**config.mk**
```make
export PLATFORM = sky130hd
export DESIGN_NAME = adder_load_controller
export DESIGN_NICKNAME = d
export VERILOG_FILES = /design/src/rtl/adder_load_controller.sv
export SDC_FILE = /design/constraint.sdc
export NUM_CORES = 1
export LEC_CHECK = 0
export ABC_AREA = 1
export CELL_PAD_IN_SITES_DETAIL_PLACEMENT = 1
export CELL_PAD_IN_SITES_GLOBAL_PLACEMENT = 1
export CORE_MARGIN = 10
export CORE_UTILIZATION = 40
export DETAILED_ROUTE_END_ITERATION = 10
export GPL_ROUTABILITY_DRIVEN = 0
export HOLD_SLACK_MARGIN = 0.03
export PLACE_DENSITY = 0.8
export SKIP_LAST_GASP = 1
export SYNTH_ARGS = -nofsm -noshare
export SYNTH_HDL_FRONTEND = slang
export SYNTH_SLANG_ARGS = --single-unit
```
**constraint.sdc**
```tcl
create_clock -name clk -period 3.1 [get_ports clk]
set_clock_uncertainty 0.1 [all_clocks]
set_input_delay 0.62 -clock clk [delete_from_list [all_inputs] [get_ports clk]]
set_output_delay 0.62 -clock clk [all_outputs]
set_load 0.02 [all_outputs]
```
**src/rtl/adder_load_controller.sv**
```systemverilog
// -----------------------------------------------------------------------------
// adder_load_controller
//
// Sequences operand entry and a bit-serial 7-bit addition for the adder lab
// board. Two raw pushbuttons ("next" and "clear") are synchronized, debounced
// and turned into single-cycle press pulses. A press of "next" loads the
// switch bus into successive nibbles of A and B. After the last nibble the
// controller adds A+B one bit per clock and holds the result for the LEDs.
//
// Parameters
//   DEBOUNCE_CYCLES : consecutive stable synchronized samples required to
//                     accept a button level change (>= 2)
//   CNT_W           : debounce counter width, 2**CNT_W > DEBOUNCE_CYCLES
//
// Ports
//   clk          in   system clock, rising edge
//   rst_n        in   asynchronous active-low reset
//   pb_next      in   raw "next" pushbutton (asynchronous, bouncy)
//   pb_clear     in   raw "clear" pushbutton (asynchronous, bouncy)
//   y[3:0]       in   switch bus, sampled on an accepted next press
//   a_out[6:0]   out  operand A register
//   b_out[6:0]   out  operand B register
//   sum[6:0]     out  result register (intermediate bits visible during add)
//   cout         out  carry out of bit 6
//   result_valid out  high while sum/cout hold a completed result
//   state_led    out  current FSM state code
// -----------------------------------------------------------------------------
module adder_load_controller #(
   parameter int DEBOUNCE_CYCLES = 16,
   parameter int CNT_W           = 20
) (
   input  logic       clk,
   input  logic       rst_n,
   input  logic       pb_next,
   input  logic       pb_clear,
   input  logic [3:0] y,
   output logic [6:0] a_out,
   output logic [6:0] b_out,
   output logic [6:0] sum,
   output logic       cout,
   output logic       result_valid,
   output logic [2:0] state_led
);

   // Index of each button inside the conditioner arrays.
   localparam int BTN_NEXT  = 0;
   localparam int BTN_CLEAR = 1;

   // Counter value on which the next mismatching sample completes the debounce.
   localparam logic [CNT_W-1:0] DB_LAST = CNT_W'(DEBOUNCE_CYCLES - 1);

   typedef enum logic [2:0] {
      S_A_LO = 3'd0,
      S_A_HI = 3'd1,
      S_B_LO = 3'd2,
      S_B_HI = 3'd3,
      S_ADD  = 3'd4,
      S_DONE = 3'd5
   } state_t;

   // ---------------------------------------------------------------------------
   // Bit-serial adder helpers
   // ---------------------------------------------------------------------------
   function automatic logic f_sum_bit(input logic x, input logic z, input logic c);
      return x ^ z ^ c;
   endfunction

   function automatic logic f_majority(input logic x, input logic z, input logic c);
      return (x & z) | (x & c) | (z & c);
   endfunction

   // ---------------------------------------------------------------------------
   // Button conditioning: synchronizer -> debouncer -> rising-edge detector
   // ---------------------------------------------------------------------------
   logic [1:0]       w_raw;
   logic [1:0]       r_sync1;
   logic [1:0]       r_sync2;
   logic [1:0]       r_deb;
   logic [1:0]       r_deb_d;
   logic [CNT_W-1:0] r_cnt [2];
   logic [1:0]       w_press;
   logic             w_next_press;
   logic             w_clear_press;

   assign w_raw[BTN_NEXT]  = pb_next;
   assign w_raw[BTN_CLEAR] = pb_clear;

   // Synchronize, debounce and delay both buttons.
   always_ff @(posedge clk or negedge rst_n) begin
      if (!rst_n) begin
         r_sync1 <= 2'b00;
         r_sync2 <= 2'b00;
         r_deb   <= 2'b00;
         r_deb_d <= 2'b00;
         for (int k = 0; k < 2; k++) begin
            r_cnt[k] <= '0;
         end
      end else begin
         r_sync1 <= w_raw;
         r_sync2 <= r_sync1;
         r_deb_d <= r_deb;
         for (int k = 0; k < 2; k++) begin
            if (r_sync2[k] == r_deb[k]) begin
               r_cnt[k] <= '0;
            end else if (r_cnt[k] == DB_LAST) begin
               // This sample is the DEBOUNCE_CYCLES-th consecutive mismatch.
               r_deb[k] <= r_sync2[k];
               r_cnt[k] <= '0;
            end else begin
               r_cnt[k] <= r_cnt[k] + {{(CNT_W-1){1'b0}}, 1'b1};
            end
         end
      end
   end

   // Only a 0->1 change of the debounced level is a press; releases are silent.
   assign w_press       = r_deb & ~r_deb_d;
   assign w_next_press  = w_press[BTN_NEXT];
   assign w_clear_press = w_press[BTN_CLEAR];

   // ---------------------------------------------------------------------------
   // Datapath registers
   // ---------------------------------------------------------------------------
   state_t     r_state;
   state_t     w_next_state;
   logic [6:0] r_a;
   logic [6:0] r_b;
   logic [6:0] r_sum;
   logic       r_cout;
   logic       r_valid;
   logic       r_carry;
   logic [2:0] r_idx;

   // Per-cycle control decoded from the current state.
   logic w_ld_a_lo;
   logic w_ld_a_hi;
   logic w_ld_b_lo;
   logic w_ld_b_hi;
   logic w_add_step;
   logic w_add_last;
   logic w_done_ack;
   logic w_clr_all;

   // Current operand bits for the serial add; zero-extended so an index of 7
   // never selects outside the vector.
   logic [7:0] w_a_ext;
   logic [7:0] w_b_ext;
   logic       w_a_bit;
   logic       w_b_bit;
   logic       w_sum_bit;
   logic       w_carry_nxt;

   assign w_a_ext     = {1'b0, r_a};
   assign w_b_ext     = {1'b0, r_b};
   assign w_a_bit     = w_a_ext[r_idx];
   assign w_b_bit     = w_b_ext[r_idx];
   assign w_sum_bit   = f_sum_bit(w_a_bit, w_b_bit, r_carry);
   assign w_carry_nxt = f_majority(w_a_bit, w_b_bit, r_carry);

   // ---------------------------------------------------------------------------
   // FSM process 1: state register
   // ---------------------------------------------------------------------------
   // Hold the current state.
   always_ff @(posedge clk or negedge rst_n) begin
      if (!rst_n) begin
         r_state <= S_A_LO;
      end else begin
         r_state <= w_next_state;
      end
   end

   // ---------------------------------------------------------------------------
   // FSM process 2: next-state logic
   // ---------------------------------------------------------------------------
   // Clear overrides everything, including a simultaneous next press.
   always_comb begin
      w_next_state = r_state;
      if (w_clear_press) begin
         w_next_state = S_A_LO;
      end else begin
         case (r_state)
            S_A_LO: begin
               if (w_next_press) w_next_state = S_A_HI;
               else              w_next_state = S_A_LO;
            end
            S_A_HI: begin
               if (w_next_press) w_next_state = S_B_LO;
               else              w_next_state = S_A_HI;
            end
            S_B_LO: begin
               if (w_next_press) w_next_state = S_B_HI;
               else              w_next_state = S_B_LO;
            end
            S_B_HI: begin
               if (w_next_press) w_next_state = S_ADD;
               else              w_next_state = S_B_HI;
            end
            S_ADD: begin
               // Next presses are dropped here; the add always runs 7 cycles.
               if (r_idx == 3'd6) w_next_state = S_DONE;
               else               w_next_state = S_ADD;
            end
            S_DONE: begin
               if (w_next_press) w_next_state = S_A_LO;
               else              w_next_state = S_DONE;
            end
            default: begin
               // Codes 6 and 7 recover to the first load state.
               w_next_state = S_A_LO;
            end
         endcase
      end
   end

   // ---------------------------------------------------------------------------
   // FSM process 3: output / datapath control decode
   // ---------------------------------------------------------------------------
   // Translate state plus button pulses into datapath load/step strobes.
   always_comb begin
      w_ld_a_lo  = 1'b0;
      w_ld_a_hi  = 1'b0;
      w_ld_b_lo  = 1'b0;
      w_ld_b_hi  = 1'b0;
      w_add_step = 1'b0;
      w_add_last = 1'b0;
      w_done_ack = 1'b0;
      w_clr_all  = 1'b0;
      if (w_clear_press) begin
         w_clr_all = 1'b1;
      end else begin
         case (r_state)
            S_A_LO:  w_ld_a_lo  = w_next_press;
            S_A_HI:  w_ld_a_hi  = w_next_press;
            S_B_LO:  w_ld_b_lo  = w_next_press;
            S_B_HI:  w_ld_b_hi  = w_next_press;
            S_ADD: begin
               w_add_step = 1'b1;
               w_add_last = (r_idx == 3'd6);
            end
            S_DONE:  w_done_ack = w_next_press;
            default: w_clr_all  = 1'b0;
         endcase
      end
   end

   // ---------------------------------------------------------------------------
   // Operand, sum and status registers
   // ---------------------------------------------------------------------------
   // Load operand nibbles, step the serial adder and track result validity.
   always_ff @(posedge clk or negedge rst_n) begin
      if (!rst_n) begin
         r_a     <= 7'd0;
         r_b     <= 7'd0;
         r_sum   <= 7'd0;
         r_cout  <= 1'b0;
         r_valid <= 1'b0;
         r_carry <= 1'b0;
         r_idx   <= 3'd0;
      end else if (w_clr_all) begin
         r_a     <= 7'd0;
         r_b     <= 7'd0;
         r_sum   <= 7'd0;
         r_cout  <= 1'b0;
         r_valid <= 1'b0;
         r_carry <= 1'b0;
         r_idx   <= 3'd0;
      end else begin
         if (w_ld_a_lo) begin
            r_a[3:0] <= y;
         end else if (w_ld_a_hi) begin
            // Only three bits remain in the high part; y[3] is dropped.
            r_a[6:4] <= y[2:0];
         end else if (w_ld_b_lo) begin
            r_b[3:0] <= y;
         end else if (w_ld_b_hi) begin
            r_b[6:4] <= y[2:0];
            r_sum    <= 7'd0;
            r_carry  <= 1'b0;
            r_idx    <= 3'd0;
            r_valid  <= 1'b0;
         end else if (w_add_step) begin
            for (int k = 0; k < 7; k++) begin
               if (r_idx == 3'(k)) begin
                  r_sum[k] <= w_sum_bit;
               end else begin
                  r_sum[k] <= r_sum[k];
               end
            end
            r_carry <= w_carry_nxt;
            r_idx   <= r_idx + 3'd1;
            if (w_add_last) begin
               r_cout  <= w_carry_nxt;
               r_valid <= 1'b1;
            end else begin
               r_valid <= r_valid;
            end
         end else if (w_done_ack) begin
            // Operands and result are kept so a reload can change one nibble.
            r_valid <= 1'b0;
         end else begin
            r_valid <= r_valid;
         end
      end
   end

   assign a_out        = r_a;
   assign b_out        = r_b;
   assign sum          = r_sum;
   assign cout         = r_cout;
   assign result_valid = r_valid;
   assign state_led    = r_state;

endmodule

```
Word-level counts from Yosys, hierarchy flattened
Index checks and enable logic that the tools add are counted.
{ "word_totals": {"reg_bits": 78, "latch_bits": 0, "mem_bits_rw": 0, "romBits": 0, "input_bits": 8, "word_cells": 171, "mem_count": 0} }
{ "classes": {"add_sub_neg": 3, "multipliers": 0, "div": 0, "magnitude_cmp": 1, "n_eq_ne": 20, "n_shift": 0, "mux": 81, "n_bitwise": 11, "n_reduce_logical": 32} }
{ "op_table": {"columns": ["op", "count"], "rows": [
  ["20-bit 2-to-1 mux", 4],
  ["7-bit 2-to-1 mux", 10],
  ["1-bit 2-to-1 mux", 48],
  ["20-bit by 1-bit adder with 20-bit output (second input constant)", 2],
  ["20-bit by 4-bit equality test with 1-bit output (second input constant)", 2],
  ["5-bit AND reduction", 8],
  ["3-bit 2-to-1 mux", 13],
  ["3-bit nonzero test", 8],
  ["3-bit one-hot mux with 6 select lines", 1],
  ["3-bit equality test (second input constant)", 5],
  ["3-bit by 2-bit equality test with 1-bit output (second input constant)", 4],
  ["2-bit nonzero test", 6],
  ["4-bit 2-to-1 mux", 2],
  ["2-bit by 1-bit != test with 1-bit output (second input constant)", 4],
  ["4-bit AND reduction", 2],
  ["1-bit binary-select mux with 3-bit select", 2],
  ["3-bit by 1-bit equality test with 1-bit output (second input constant)", 2],
  ["3-bit zero test", 2],
  ["2-bit AND reduction", 3],
  ["6-bit AND reduction", 1],
  ["3-bit by 4-bit less-than comparator with 1-bit output (second input constant)", 1],
  ["4-bit by 2-bit != test with 1-bit output (second input constant)", 1],
  ["4-bit nonzero test", 1],
  ["3-bit by 1-bit adder with 3-bit output (second input constant)", 1],
  ["other kinds (9)", 15]
]} }

Logic depth before layout (Yosys ltp)
{ "logic_depth": {"word_depth": 12, "depth_mapped": 9} }

Worst setup path before layout
Ideal clock, no wire load.
{ "synth_path": {"path_type": "register -> register", "start": "register r_idx[0]", "end": "register r_sum[0], in the netlist sum[0]", "setup_ps": 123, "arrival_ps": 1755, "required_ps": 2877, "path_slack_ps": 1123, "path_stages_with_launch": 10, "n_path_buf": 1, "period_less_slack_ps": 1977, "cell_sequence": "dfrtp_1 inv_1 buf_2 nor2_1 o21ai_0 nor2_1 a31oi_1 fa_1 nand2_2 o21ai_1"} }
{ "synth_between": {"elab_chain_len": 11, "elab_cells_between_ends": 16, "cone_classes": "11 x mux; 2 x bitwise; 3 x reduce/logical"} }
{ "synth_rtl": {"columns": ["item", "line", "rtl"], "rows": [
  ["start: declaration", "132", "logic [2:0] r_idx;"],
  ["start signal: assignment", "290", "r_idx <= r_idx + 3'd1;"],
  ["1-bit binary-select mux with 3-bit select (on tied branches)", "155, 156", null],
  ["1-bit 2-to-1 mux (on tied branches)", "155, 156", null],
  ["1-bit bitwise XOR (2 in a row)", "65", "return x ^ z ^ c;"],
  ["1-bit 2-to-1 mux", "283", "if (r_idx == 3'(k)) begin"],
  ["7-bit 2-to-1 mux", "281", "end else if (w_add_step) begin"],
  ["7-bit 2-to-1 mux", "275", "end else if (w_ld_b_hi) begin"],
  ["7-bit 2-to-1 mux", "273", "end else if (w_ld_b_lo) begin"],
  ["7-bit 2-to-1 mux", "270", "end else if (w_ld_a_hi) begin"],
  ["7-bit 2-to-1 mux", "268", "if (w_ld_a_lo) begin"],
  ["7-bit 2-to-1 mux", "259", "end else if (w_clr_all) begin"],
  ["end signal: indexed assignment", "284", "r_sum[k] <= w_sum_bit;"],
  ["end signal: indexed assignment", "286", "r_sum[k] <= r_sum[k];"],
  ["end: declaration", "128", "logic [6:0] r_sum;"]
]} }
Several ways; a longest one is shown, not always the timed one. The select of a mux whose other input is x is not followed.
A chain may end at the register's enable or synchronous reset.

Worst setup path in the final report
{ "layout_path": {"start": "register r_state[0], in the netlist state_led[0]", "end": "output state_led[0]"} }
{ "layout_lines": {"columns": ["item", "line", "rtl"], "rows": [
  ["start: declaration", "124", "state_t r_state;"],
  ["start signal: assignment", "168", "r_state <= w_next_state;"],
  ["end: declaration", "42", "output logic [2:0] state_led"]
]} }
No word-level cell between the ends.

==> impl_metrics.csv <==
group,metric,value,unit
synth,synth_top_cell_area_share,0.462,
clock_tree,insertion_delay,0.36,ns
run,maxCapViolations,0,
global_routing,grt_usage,0.159,
clock_tree,cts_tree,"done",
synth,synth_top_cell_by_area,"dfrtp_1",
worst_setup_path,crit_path_cell_trace,"clkdlybuf4s50_1",
synth,synth.area.top_cells,"dfrtp_1 46%, nand2_1 13%, nor2_1 9.3%",
clock_tree,cts_setup_buffers,0,
routing,wl_per_cell,15.6,um
synth,synth_fa_ha_area_frac,0.0255,
synth,yosysSeqAreaShare,0.462,
synth,yosys_warnings,0,
sta,tns,0,ns
sta,hold_violations,0,
layout,area_delta_synth_final,16.7,%
global_routing,grt_pass1_vias,3980,
routing,finalWirelength,11500,um
clock_tree,cts_sinks,78,
synth,synth_nets,576,
worst_setup_path,cp_slowest_stage_delay,0.69,ns
clock_tree,root_buffer,"clkbuf_8",
clock_tree,cts.clk_slew.worst_paths,0.08,ns
clock_tree,numCtsBuffers,9,
layout,nets,617,
synth,synth-compound-area-share,0.0711,
sta,fmax,428,MHz
worst_setup_path,r2r_setup_slack,0.83,ns
routing,drt_iter0_markers,291,
worst_setup_path,crit_family,"buffers and inverters",
worst_setup_path,worstSetupPathType,"flip-flop to primary output",
synth,async_reset_ff_frac,1.00,
clock_tree,clk_path_buf_depth,2,
synth,synth_top_family_by_area,"simple AND/OR/NAND/NOR gates",
worst_setup_path,cp_max_fo,9,
synth,synth.most_common_cell,"nand2_1",
floorplan,die_area,0.0151,mm2
clock_tree,postCtsHoldBufs,0,
sta,report.final.slew_viol_count,0,
sta,min_period,2.34,ns
global_routing,antenna_found_initial,0,
synth,synth_xor_area_frac,0.0373,
placed_design,io_buffers,33,
clock_tree,htreeDepth,3,
synth,ys_ff_latch,78,
routing,drcViolationCount,0,
synth,synth_edf_count,0,
floorplan,die-height,123,um
power,p_per_area,398,mW/mm2
routing,viasPerCell,5.16,
synth,synth_cells,560,
layout,diodes,0,
routing,via_count,3826,
layout,drive_above_1_share,0.0727,
worst_setup_path,crit_required,2.38,ns
power,p_leak,0.00214,uW
worst_setup_path,critPathCaptureType,"primary output",
sta,rsz0062_at_grt,"false",
floorplan,row_count,37,
floorplan,die_x,123,um
worst_hold_path,hp-class,"primary input to async pin",
synth,synthFlopType,"dfrtp_1",
layout,final_cell_area,0.00493,mm2
global_routing,grt_pass1_wl,19400,um
placed_design,dp_hpwl,8830,um
global_routing,grt_remaining_overflow,0,
routing,dr.pass1.iters,4,
run_status,status,"completed",
floorplan,initial_core_util,0.409,
power,power.total,1960,uW
worst_setup_path,cp-start-kind,"flip-flop",
synth,synthTopCellsByCount,"143 x nand2_1, 105 x nor2_1, 78 x dfrtp_1",
synth,ys_types,29,
routing,final_antenna_net_count,0,
sta,period_share,0.753,
synth,synth.mux.area_fraction,0,
sta,slew_headroom,0.651,
power,peakVddDrop,0.191,mV
synth,synth-simple-area-share,0.333,
floorplan,ios,34,
synth,synthesis.area,0.00422,mm2
worst_setup_path,critPathBufInv,1,
placed_design,dpl_cell_area,0.00472,mm2
layout,num-fill-cells,1299,
sta,final-setup-viol-count,0,
clock_tree,post_cts_resized,0,
floorplan,core,0.0103,mm2
global_routing,grt_max_degree,41,
synth,avgSynthCellArea,7.54,um2
worst_setup_path,slowest_stage,"clkdlybuf4s50_1",
worst_setup_path,arrival,1.62,ns
sta,worst_slew_pin_slew,0.523,ns
cell families (layout without fill, tap and decap cells):
kind of cell / count (synthesis) / after routing
flip-flops: 78 / 78
AO/OA/AOI/OAI: 54 / 54
buffers and inverters: 78 / 123
AND/OR/NAND/NOR: 324 / 324
XOR/XNOR: 18 / 18
adder cells (fa/ha/maj): 8 / 8
placed cells by master, fill, tap and decap left out, types with 4 or more instances in the layout:
| master | count |
|---|---|
| nor2_4 | 4 |
| nor3_1 | 7 |
| o21ai_1 | 10 |
| o22ai_1 | 6 |
| clkbuf_8 | 12 |
| ha_1 | 7 |
| nor2_1 | 105 |
| nor2_2 | 6 |
| nand2_1 | 143 |
| inv_2 | 5 |
| xor2_1 | 16 |
| inv_1 | 66 |
| nand3_1 | 29 |
| nand4_1 | 21 |
| buf_4 | 5 |
| o21ai_0 | 18 |
| dfrtp_1 | 78 |
| a21oi_1 | 15 |
| clkdlybuf4s50_1 | 32 |
state kept, by name, indices dropped and copies added, names as in the netlist, 3 cells and up:
signal and count:
sum 7, a_out 7, state_led 3, b_out 7, r_cnt 40, r_idx 3
through the flow:
| step | setup slack [ns] | hold slack, ns | utilization | instances |
|---|---|---|---|---|
| 3_3_place_gp | 1.02 | 0.236 | 0.457 | 726 |
| 4_1_cts | 0.750 | 0.141 | 0.477 | 741 |
| 3_5_place_dp | 0.857 | 0.241 | 0.457 | 726 |
| 5_1_grt | 0.703 | 0.161 | 0.477 | 741 |
| 6_report | 0.764 | 0.122 | 0.477 | 741 |
| 2_1_floorplan | 1.12 | 0.224 | - | 560 |
layout make-up:
type,instances,area [um2],share of cell area
Timing Repair Buffer,37,358,0.0726
Sequential cell,78,1950,0.396
Clock buffer,12,165,0.0335
Multi-Input combinational cell,404,1970,0.400
Inverter,71,267,0.0541
Tap cell,136,170,0.0345
Clock inverter,3,42.5,0.00864
per-layer routing:
metal	up-vias	GRT usage	wire, um
li1	1859	-	-
met1	1867	0.207	5360
met2	79	0.254	5330
met3	21	0.0266	544
met4	0	0.0700	295
met5	-	0	0
worst reg2reg max path, delay by kind of cell (launching register included):
family | cells | cell delay (ns)
buf+inv | 1 | 0.32
simple gates | 3 | 0.30
flops | 1 | 0.48
compound gates | 3 | 0.49
fa+ha+maj | 1 | 0.46
report_power, final:
| part | internal [uW] | switching (uW) | leakage [uW] | total, uW |
|---|---|---|---|---|
| Clock | 433 | 379 | 0.000104 | 811 |
| Combinational | 36.9 | 66.2 | 0.00103 | 103 |
| Sequential | 1030 | 14.8 | 0.00100 | 1050 |
final timing paths:
kind                                        end              startpoint  depth (start not counted)
hold / removal              r_cnt[36]$_DFF_PN0_                   rst_n                          1
hold reg to reg            r_sync2[0]$_DFF_PN0_    r_sync1[0]$_DFF_PN0_                          0
max in group asynchronous  r_idx[2]$_DFFE_PN0P_                   rst_n                          2
setup / recovery                   state_led[0]  state_led[0]$_DFF_PN0_                          1
min in group clk           r_sync2[0]$_DFF_PN0_    r_sync1[0]$_DFF_PN0_                          0
setup reg to reg             sum[2]$_DFFE_PN0P_    r_idx[0]$_DFFE_PN0P_                          8
Power figures use the tool's default switching activity.
